$ cat src/rtl/b_to_g_if.sv
// Bit-level bus for the binary-to-Gray converter.
// The source drives B3..B0 and in_valid; the converter returns G3..G0, out_valid and adj_ok.
interface b_to_g_if;
  logic B3;
  logic B2;
  logic B1;
  logic B0;
  logic in_valid;
  logic G3;
  logic G2;
  logic G1;
  logic G0;
  logic out_valid;
  logic adj_ok;

  modport master (
    output B3, B2, B1, B0, in_valid,
    input  G3, G2, G1, G0, out_valid, adj_ok
  );

  modport slave (
    input  B3, B2, B1, B0, in_valid,
    output G3, G2, G1, G0, out_valid, adj_ok
  );
endinterface

$ cat src/rtl/b_to_g.sv
// 4-bit binary to reflected-binary Gray converter with one register stage.
// It also flags when each new valid code differs from the last valid code in exactly one bit.
module b_to_g (
  input  logic     clk,
  input  logic     rst,
  b_to_g_if.slave  bus
);

  function automatic logic [3:0] to_gray(input logic [3:0] bin);
    return bin ^ {1'b0, bin[3:1]};
  endfunction

  function automatic logic single_bit(input logic [3:0] diff);
    return (diff != 4'd0) && ((diff & (diff - 4'd1)) == 4'd0);
  endfunction

  logic [3:0] bin_p0;
  logic [3:0] gray_p0;
  logic       vld_p0;

  logic [3:0] gray_p1;
  logic       vld_p1;
  logic       adj_p1;
  logic       have_prev;

  // p0: combinational conversion of the sampled inputs
  assign bin_p0  = {bus.B3, bus.B2, bus.B1, bus.B0};
  assign gray_p0 = to_gray(bin_p0);
  assign vld_p0  = bus.in_valid;

  // p1: registered outputs; gray_p1 also serves as the previous valid code
  always_ff @(posedge clk or posedge rst) begin
    if (rst) begin
      gray_p1   <= 4'd0;
      vld_p1    <= 1'b0;
      adj_p1    <= 1'b0;
      have_prev <= 1'b0;
    end else if (vld_p0) begin
      gray_p1   <= gray_p0;
      vld_p1    <= 1'b1;
      adj_p1    <= have_prev && single_bit(gray_p0 ^ gray_p1);
      have_prev <= 1'b1;
    end else begin
      vld_p1    <= 1'b0;
      adj_p1    <= 1'b0;
    end
  end

  assign bus.G3        = gray_p1[3];
  assign bus.G2        = gray_p1[2];
  assign bus.G1        = gray_p1[1];
  assign bus.G0        = gray_p1[0];
  assign bus.out_valid = vld_p1;
  assign bus.adj_ok    = adj_p1;

endmodule

$ cat src/flat_wrapper.sv
// flat-port wrapper written by rule: the top's interface ports become plain ports
module b_to_g_flat 
  (clk, rst, bus_B3, bus_B2, bus_B1, bus_B0, bus_in_valid, bus_G3, bus_G2, bus_G1, bus_G0, bus_out_valid, bus_adj_ok);
  b_to_g_if bus_i ();
  input  logic clk;
  input  logic rst;
  input wire logic [$bits(bus_i.B3)-1:0] bus_B3;
  input wire logic [$bits(bus_i.B2)-1:0] bus_B2;
  input wire logic [$bits(bus_i.B1)-1:0] bus_B1;
  input wire logic [$bits(bus_i.B0)-1:0] bus_B0;
  input wire logic [$bits(bus_i.in_valid)-1:0] bus_in_valid;
  output wire logic [$bits(bus_i.G3)-1:0] bus_G3;
  output wire logic [$bits(bus_i.G2)-1:0] bus_G2;
  output wire logic [$bits(bus_i.G1)-1:0] bus_G1;
  output wire logic [$bits(bus_i.G0)-1:0] bus_G0;
  output wire logic [$bits(bus_i.out_valid)-1:0] bus_out_valid;
  output wire logic [$bits(bus_i.adj_ok)-1:0] bus_adj_ok;
  assign bus_i.B3 = bus_B3;
  assign bus_i.B2 = bus_B2;
  assign bus_i.B1 = bus_B1;
  assign bus_i.B0 = bus_B0;
  assign bus_i.in_valid = bus_in_valid;
  assign bus_G3 = bus_i.G3;
  assign bus_G2 = bus_i.G2;
  assign bus_G1 = bus_i.G1;
  assign bus_G0 = bus_i.G0;
  assign bus_out_valid = bus_i.out_valid;
  assign bus_adj_ok = bus_i.adj_ok;
  b_to_g u_core (.clk(clk), .rst(rst), .bus(bus_i));
endmodule
$ cat config.mk
export PLATFORM = sky130hd
export DESIGN_NAME = b_to_g_flat
export DESIGN_NICKNAME = d
export VERILOG_FILES = /design/src/rtl/b_to_g_if.sv /design/src/rtl/b_to_g.sv /design/src/flat_wrapper.sv
export SDC_FILE = /design/constraint.sdc
export NUM_CORES = 1
export LEC_CHECK = 0
export CAP_MARGIN = 20
export CELL_PAD_IN_SITES_DETAIL_PLACEMENT = 1
export CELL_PAD_IN_SITES_GLOBAL_PLACEMENT = 1
export CORE_MARGIN = 5
export CORE_UTILIZATION = 28
export DETAILED_ROUTE_END_ITERATION = 12
export MAX_ROUTING_LAYER = met4
export PLACE_DENSITY_LB_ADDON = 0.1
export SLEW_MARGIN = 15
export SYNTH_ARGS = -nofsm -noshare
export SYNTH_HDL_FRONTEND = slang
export SYNTH_SLANG_ARGS = --single-unit
$ cat constraint.sdc
create_clock -name clk -period 1.2 [get_ports clk]
set_input_delay 0.12 -clock clk [delete_from_list [all_inputs] [get_ports clk]]
set_output_delay 0.12 -clock clk [all_outputs]
set_load 0.01 [all_outputs]
* Word level (Yosys, flattened, before mapping) *
Index checks and enable logic that the tools add are counted.

storage, ports and cells
  word-level logic and storage cells = 14
  register bits after elaboration = 7
  output and inout bits = 6

operators by class
  mux-type cells = 2
  reduce and logical (&&, ||, !) cells = 4
  bitwise gates (word level) = 3
  $add $sub $neg = 1

operators with widths
  cell                 number
  $and 4x4->4          1
  $logic_not 4->1      1
  $reduce_bool 4->1    1
  $sub 4x1->4 const B  1
  $xor 4x3->4          1
  $xor 4x4->4          1
  $logic_and 1x1->1    2
  $mux 1               2

* Depth between registers and ports, before layout *
Gate-level depths: netlist of run 1.

  depth in word-level cells = 8
  gate-level depth with buffers = 5

* Worst setup path after synthesis of run 1 *
No wires, ideal clock.

  path type = register to register
  start = register u_core.gray_p1[0]
  end = register u_core.adj_p1, in the netlist u_core.bus.adj_ok
  stages on the path, launching flop included = 5
  path slack = -0.136 ns
  data arrival time = 1.254 ns
  period minus slack after synthesis = 1.336 ns
  required time = 1.118 ns
  path buffers = 0
  path through = dfrtp_1 > xor2_1 > or3_1 > a21o_1 > a31oi_1

between the ends
  cells in the longest elaborated chain, start to end = 7
  elaborated cells on any way between the ends = 8
  those cells by class = 1 x add/sub; 1 x mux; 2 x bitwise; 4 x reduce/logical

ends and longest elaborated chain
  what                    RTL line      RTL
  start, declared         b_to_g.sv:21  logic [3:0] gray_p1;
  start signal, assigned  b_to_g.sv:39  gray_p1 <= gray_p0;
  $xor 4x4->4 (*)         b_to_g.sv:41  adj_p1 <= have_prev && single_bit(gray_p0 ^ gray_p1);
  $sub 4x1->4             b_to_g.sv:14  return (diff != 4'd0) && ((diff & (diff - 4'd1)) == 4'd0);
  $and 4x4->4             b_to_g.sv:14
  $logic_not 4->1         b_to_g.sv:14
  $logic_and 1x1->1 (*)   b_to_g.sv:14
  $logic_and 1x1->1 (*)   b_to_g.sv:41
  $mux 1 (*)              b_to_g.sv:38  end else if (vld_p0) begin
  end signal, assigned    b_to_g.sv:41
  end, declared           b_to_g.sv:23  logic adj_p1;

Every way passes the cells marked *; elsewhere a longest branch is shown, timed or not.
A chain may end at the register's enable or synchronous reset.

* Worst setup path after layout of run 1 *
  start = register u_core.gray_p1[1]
  end = register u_core.adj_p1, in the netlist u_core.bus.adj_ok

The elaborated chain is that of the path after synthesis.

==> results.ini, run 1 <==
[synth]
netlist_top_cells_count = dfrtp_1, xnor2_1, a21oi_1, nand3b_1, nor2_1
yosysUniqueCellTypes = 20
synth_async_sr_flop_share_pct = 100
synthFlopType = dfrtp_1
synth_top_area_share_pct = 46.1
syn-num-nets = 43
syn_area_per_cell_sq_um = 10.6
synth-seq-cells = 7
ys_warn_count = 0
yosysTopAreaCell = dfrtp_1
synth_area_leaders = dfrtp_1, xnor2_1, nand3b_1
syn_area_sq_um = 380
syn_inst = 36
synth_edf_count = 0
synth_most_common_cell = dfrtp_1
synth.yosys.seq_area_share_pct = 46.1

[timing]
skew_ns = 0.00229
period_needed_ns = 1.34
finalCritPeriodShare_pct = 112
setup_violations = 1
hold_viol_final = 0
worst_slew_pin_slew_ns = 0.287
slew_viol_final = 0
fmax_mhz = 747
timing.final.ws_setup_ns = -0.138
rsz0062_at_grt = yes
maxSlewHeadroom_pct = 80.8

[critical_path]
cp-end-kind = flip-flop
ff2ff_setup_slack_ns = -0.14
crit_path_start_kind = flip-flop
cp_max_fo = 3
cp_data_arrival_time_ns = 1.50
cp_data_required_time_ns = 1.36
crit_type = reg2reg

[drt]
routed_via_density = 4.50
drt_wl_total_um = 986
drt-wirelength-per-cell_um = 12.6
drc = 0
vias = 351
detail-route-antenna-nets = 0
drtIter0Drc = 1
first_pass_iters = 2

[clocking]
htree_levels = 1
clk_pin_slew_ns = 0.05
cts-root-buf = clkbuf_4
cts_made_buffers = 3
cts_buffer_depth = 2
clk_latency_ns = 0.25
cts_tree = built
cts.sinks = 7

[global_routing]
grt_pass1_wl_um = 1770
gr-total-overflow = 0
antenna_found_initial = 0
track_usage_pct = 12.3
grt_pass1_vias = 420
grt_max_degree = 8

[pwr]
intPower_w = 0.000539
power_density_nw_per_um2 = 1140
vdd_ir_drop_max_v = 0.000863
pwr-share-comb_pct = 34.5
p_sw_w = 0.000199
sw_frac_of_total_pct = 27.0
leakage_nw = 0.291
pwr-share-seq_pct = 37.2
clkPwrFrac_pct = 28.4

[placement]
dpl.hpwl_um = 837
place_inst = 72
place_area_sq_um = 596
place.gp.congestion = 0.776
port_buffers = 12
pre_cts_ws_ns = -0.490

[final_layout]
diodes = 0
drive_above_1_share_pct = 41.3
area_growth_pct = 70.7
stdcell_area_sq_um = 649
layout.nets = 71
final_cell_count_no_fill = 78

[die]
pin_count = 13
die_x_um = 46.9
initial_core_util_pct = 29.6
rows = 13
dieHeight_um = 46.9
die-area_sq_um = 2200
core_area_sq_um = 1280

[run_status]
status = complete, but fails checks
failed_checks = setup timing

[worst_hold_path]
hp-class = in2async

[flow_run]
max_cap_violations = 0

## path summary, 6_finish.rpt
path | startpoint | endpoint | cells after the start
setup / recovery | u_core.gray_p1[1] | u_core.bus.adj_ok | 4
hold / removal | rst | u_core.gray_p1[3] | 2
setup reg to reg | u_core.gray_p1[1] | u_core.bus.adj_ok | 4
hold reg to reg | u_core.have_prev | u_core.have_prev | 1
max in group asynchronous | rst | u_core.gray_p1[1] | 2
min in group clk | bus_B2 | u_core.gray_p1[2] | 3
## metal layers
layer	share of wire, %	track usage [%]	vias to the layer above
met1	36	11.4	164
li1	-	-	177
met4	0.30	1.66	0
met5	0	-	-
met2	57	22.2	8
met3	6.1	7.28	2
## state kept, by name, summed over array words and instances, names as in the netlist
name / count
u_core.have_prev: 1
u_core.bus.adj_ok: 1
u_core.bus.out_valid: 1
u_core.gray_p1: 4
## worst max-delay path: stages, from the launching register on
cell     delay [ns]
dfrtp_2        0.42
xor2_2         0.19
or3_1          0.32
a21o_1         0.16
a31oi_1        0.17
## metrics by stage
stage                     hold slack (ns)  TNS, ns  total power (W)  utilization, %
final                               0.107   -0.138         0.000738            50.5
after detailed placement            0.383   -0.490         0.000522            46.3
after global routing                0.133   -0.174         0.000789            50.5
after global placement              0.371   -0.379         0.000510            46.3
after CTS                           0.114   -0.172         0.000737            49.0
after floorplan                   -0.0767  -0.0987         0.000383               -
## placed cells by master (no fill, tap or decap), types with 2 or more instances in the layout
| cell type | synthesis | routed |
|---|---|---|
| clkbuf_4 | 0 | 3 |
| buf_4 | 0 | 13 |
| clkdlybuf4s50_1 | 0 | 5 |
| clkdlybuf4s15_1 | 0 | 3 |
| xnor2_1 | 4 | 3 |
| nand3b_1 | 3 | 3 |
| dlygate4sd2_1 | 0 | 2 |
| nor2_1 | 3 | 3 |
| a21oi_1 | 3 | 3 |
| xor2_2 | 1 | 2 |
| dfrtp_1 | 7 | 6 |
| or2_2 | 2 | 2 |
## final cells by class
type | count | area, sq um
fillers | 153 | 636
flip-flops and latches | 7 | 176
repair buffers | 25 | 219
multi-input cells | 26 | 205
clock buffers | 4 | 26.3
inverters | 1 | 3.75
well taps | 15 | 18.8
## cell families (layout without fill, tap and decap cells)
kind of cell    after synthesis  after routing  share of synthesized area (%)
simple gates                 13             13                           20.1
flops                         7              7                           46.1
xor+xnor                      6              6                           15.8
compound gates                5              5                           7.57
buf+inv                       3             30                           4.93
mux                           2              2                           5.59
## power groups by stage
stage               registers [W]  logic (W)  clock network [W]
floorplan                0.000292  0.0000907                  0
global placement         0.000277   0.000233                  0
detailed placement       0.000278   0.000243                  0
CTS                      0.000276   0.000241           0.000221
global route             0.000277   0.000279           0.000233
finish                   0.000274   0.000254           0.000209
## repair_timing
action,in CTS,in global routing
hold buffers,0,0
pin swaps,0,3
resized for setup,11,6
buffers inserted,0,2
setup endpoints to repair,7,3
(Power assumes the default switching activity.)
==> inputs of run 2 (changes only) <==
--- a/config.mk
+++ b/config.mk
@@ -13,6 +13,7 @@
 export DETAILED_ROUTE_END_ITERATION = 12
 export MAX_ROUTING_LAYER = met4
 export PLACE_DENSITY_LB_ADDON = 0.1
+export SETUP_SLACK_MARGIN = 0.4
 export SLEW_MARGIN = 15
 export SYNTH_ARGS = -nofsm -noshare
 export SYNTH_HDL_FRONTEND = slang
==> results.ini, run 2 (synthesized netlist as in run 1, its figures left out) <==
[timing]
rsz0062_at_grt = yes
setup_violations = 3  ; +2
period_needed_ns = 1.29  ; -0.0439 ns
maxSlewHeadroom_pct = 81.6  ; +0.73 points
hold_viol_final = 0  ; unchanged
fmax_mhz = 773  ; +3.4%
finalCritPeriodShare_pct = 108  ; -3.7 points
worst_slew_pin_slew_ns = 0.276  ; -0.0108 ns
skew_ns = 0.00706  ; +0.00476 ns
slew_viol_final = 0  ; unchanged
timing.final.ws_setup_ns = -0.0943  ; +0.0439 ns
timing.hold.ws_ns = 0.0977  ; -0.00893 ns

[final_layout]
multi_input_area_sq_um = 219  ; +6.7%
seqCellArea_sq_um = 176  ; unchanged
drive_above_1_share_pct = 54.5  ; +13 points
diodes = 0  ; unchanged
final_common_cell = buf_4
final_cell_count_no_fill = 81  ; +3.8%
fillerInstances = 154  ; +0.65%
largest_reg_flops = 4  ; unchanged
most-common-layout-cells = buf_4, buf_6, dfrtp_1
area_growth_pct = 82.2
largest_register = u_core.gray_p1
layout.nets = 74  ; +4.2%

[critical_path]
crit_path_start_kind = flip-flop
slowest_delay_ns = 0.40  ; -0.02 ns
cp_data_required_time_ns = 1.38  ; +0.02 ns
path_cells = xor2_2 > or3_1 > a21o_1 > a31oi_1
cp-end-kind = flip-flop
critPathTopFamily = flip-flops
crit_buf_inv = 0  ; unchanged
crit_type = reg2reg
critPathSlowestCell = dfrtp_1
cp_max_fo = 2  ; -1
cp_data_arrival_time_ns = 1.48  ; -0.02 ns

[clocking]
cts_buffer_depth = 2  ; unchanged
cts-root-buf = clkbuf_4
htree_levels = 1  ; unchanged
cts_made_buffers = 3  ; unchanged
clk_pin_slew_ns = 0.06  ; about the same
clk_latency_ns = 0.26  ; about the same
cts_hold_buf = 0  ; unchanged
cts.sinks = 7  ; unchanged
cts_tree = built

[die]
pin_count = 13  ; unchanged
dieHeight_um = 46.9  ; unchanged
core_area_sq_um = 1280  ; unchanged
initial_core_util_pct = 29.6  ; unchanged
die-area_sq_um = 2200  ; unchanged
die_x_um = 46.9  ; unchanged
rows = 13  ; unchanged

[placement]
place_inst = 72  ; unchanged
dpl.hpwl_um = 799  ; -4.6%
place.gp.congestion = 0.761  ; -1.9%
port_buffers = 12  ; unchanged

[run_status]
failed_checks = setup timing
status = complete, but fails checks

[global_routing]
track_usage_pct = 12.7  ; +0.32 points
grt_max_degree = 8  ; unchanged
antenna_found_initial = 0  ; unchanged
grt_pass1_vias = 429  ; +2.1%
gr-total-overflow = 0  ; unchanged
grt_pass1_wl_um = 1800  ; +1.9%

[worst_hold_path]
hp-class = in2async

[drt]
detail-route-antenna-nets = 0  ; unchanged
drc = 0  ; unchanged
routed_via_density = 4.68  ; +4.0%
vias = 379  ; +8.0%
drt_wl_total_um = 1100  ; +12%
drt-wirelength-per-cell_um = 13.6  ; +7.7%
first_pass_iters = 1  ; -1
drtIter0Drc = 0  ; -1

[pwr]
power_density_nw_per_um2 = 1140  ; about the same
leakage_nw = 0.321  ; +10%
vdd_ir_drop_max_v = 0.000654  ; -24%

[flow_run]
max_cap_violations = 0  ; unchanged

## run 2: layout make-up
class,instances,share of cell area [%]
Sequential cell,7,25.5
Timing Repair Buffer,28,35.9
Clock buffer,4,3.79
Multi-Input combinational cell,26,31.6
Inverter,1,0.542
Tap cell,15,2.71
## run 2: routing by layer
layer	share of wire (%)	up-vias	track usage (%)
li1	-	180	-
met5	0	-	-
met3	5.6	0	6.90
met2	57	9	22.8
met1	37	190	12.1
met4	0	0	1.66
## run 2: per-stage QoR
step	area [sq um]	util (%)	TNS, ns	setup slack [ns]	total power [W]
final	693	53.9	-0.181	-0.0943	0.000787
after global routing	693	53.9	-0.397	-0.201	0.000843
after CTS	634	49.4	-0.109	-0.109	0.000762
after detailed placement	596	46.3	-0.502	-0.483	0.000521
after global placement	596	46.3	-0.378	-0.378	0.000510
after floorplan	390	-	-0.0987	-0.0987	0.000383
## run 2: path summary, 6_finish.rpt
kind                                   start                    to  slack, ns  cells past startpoint
min in group clk                bus_in_valid  u_core.bus.out_valid       0.25                      1
setup / recovery           u_core.gray_p1[0]     u_core.bus.adj_ok      -0.09                      4
hold / removal                           rst  u_core.bus.out_valid        0.1                      2
hold reg to reg             u_core.have_prev      u_core.have_prev       0.48                      1
setup reg to reg           u_core.gray_p1[0]     u_core.bus.adj_ok      -0.09                      4
max in group asynchronous                rst     u_core.gray_p1[1]       0.86                      2
## run 2: repair_timing
action | in CTS | in global routing
endpoints found under the setup margin | 12 | 11
pin swaps | 1 | 1
setup buffers | 1 | 4
resized for setup | 36 | 8
## run 2: power breakdown
part	switching [W]	internal, W
Sequential	0.0000167	0.000259
Clock	0.0000919	0.000127
Combinational	0.000116	0.000177
Total	0.000224	0.000563
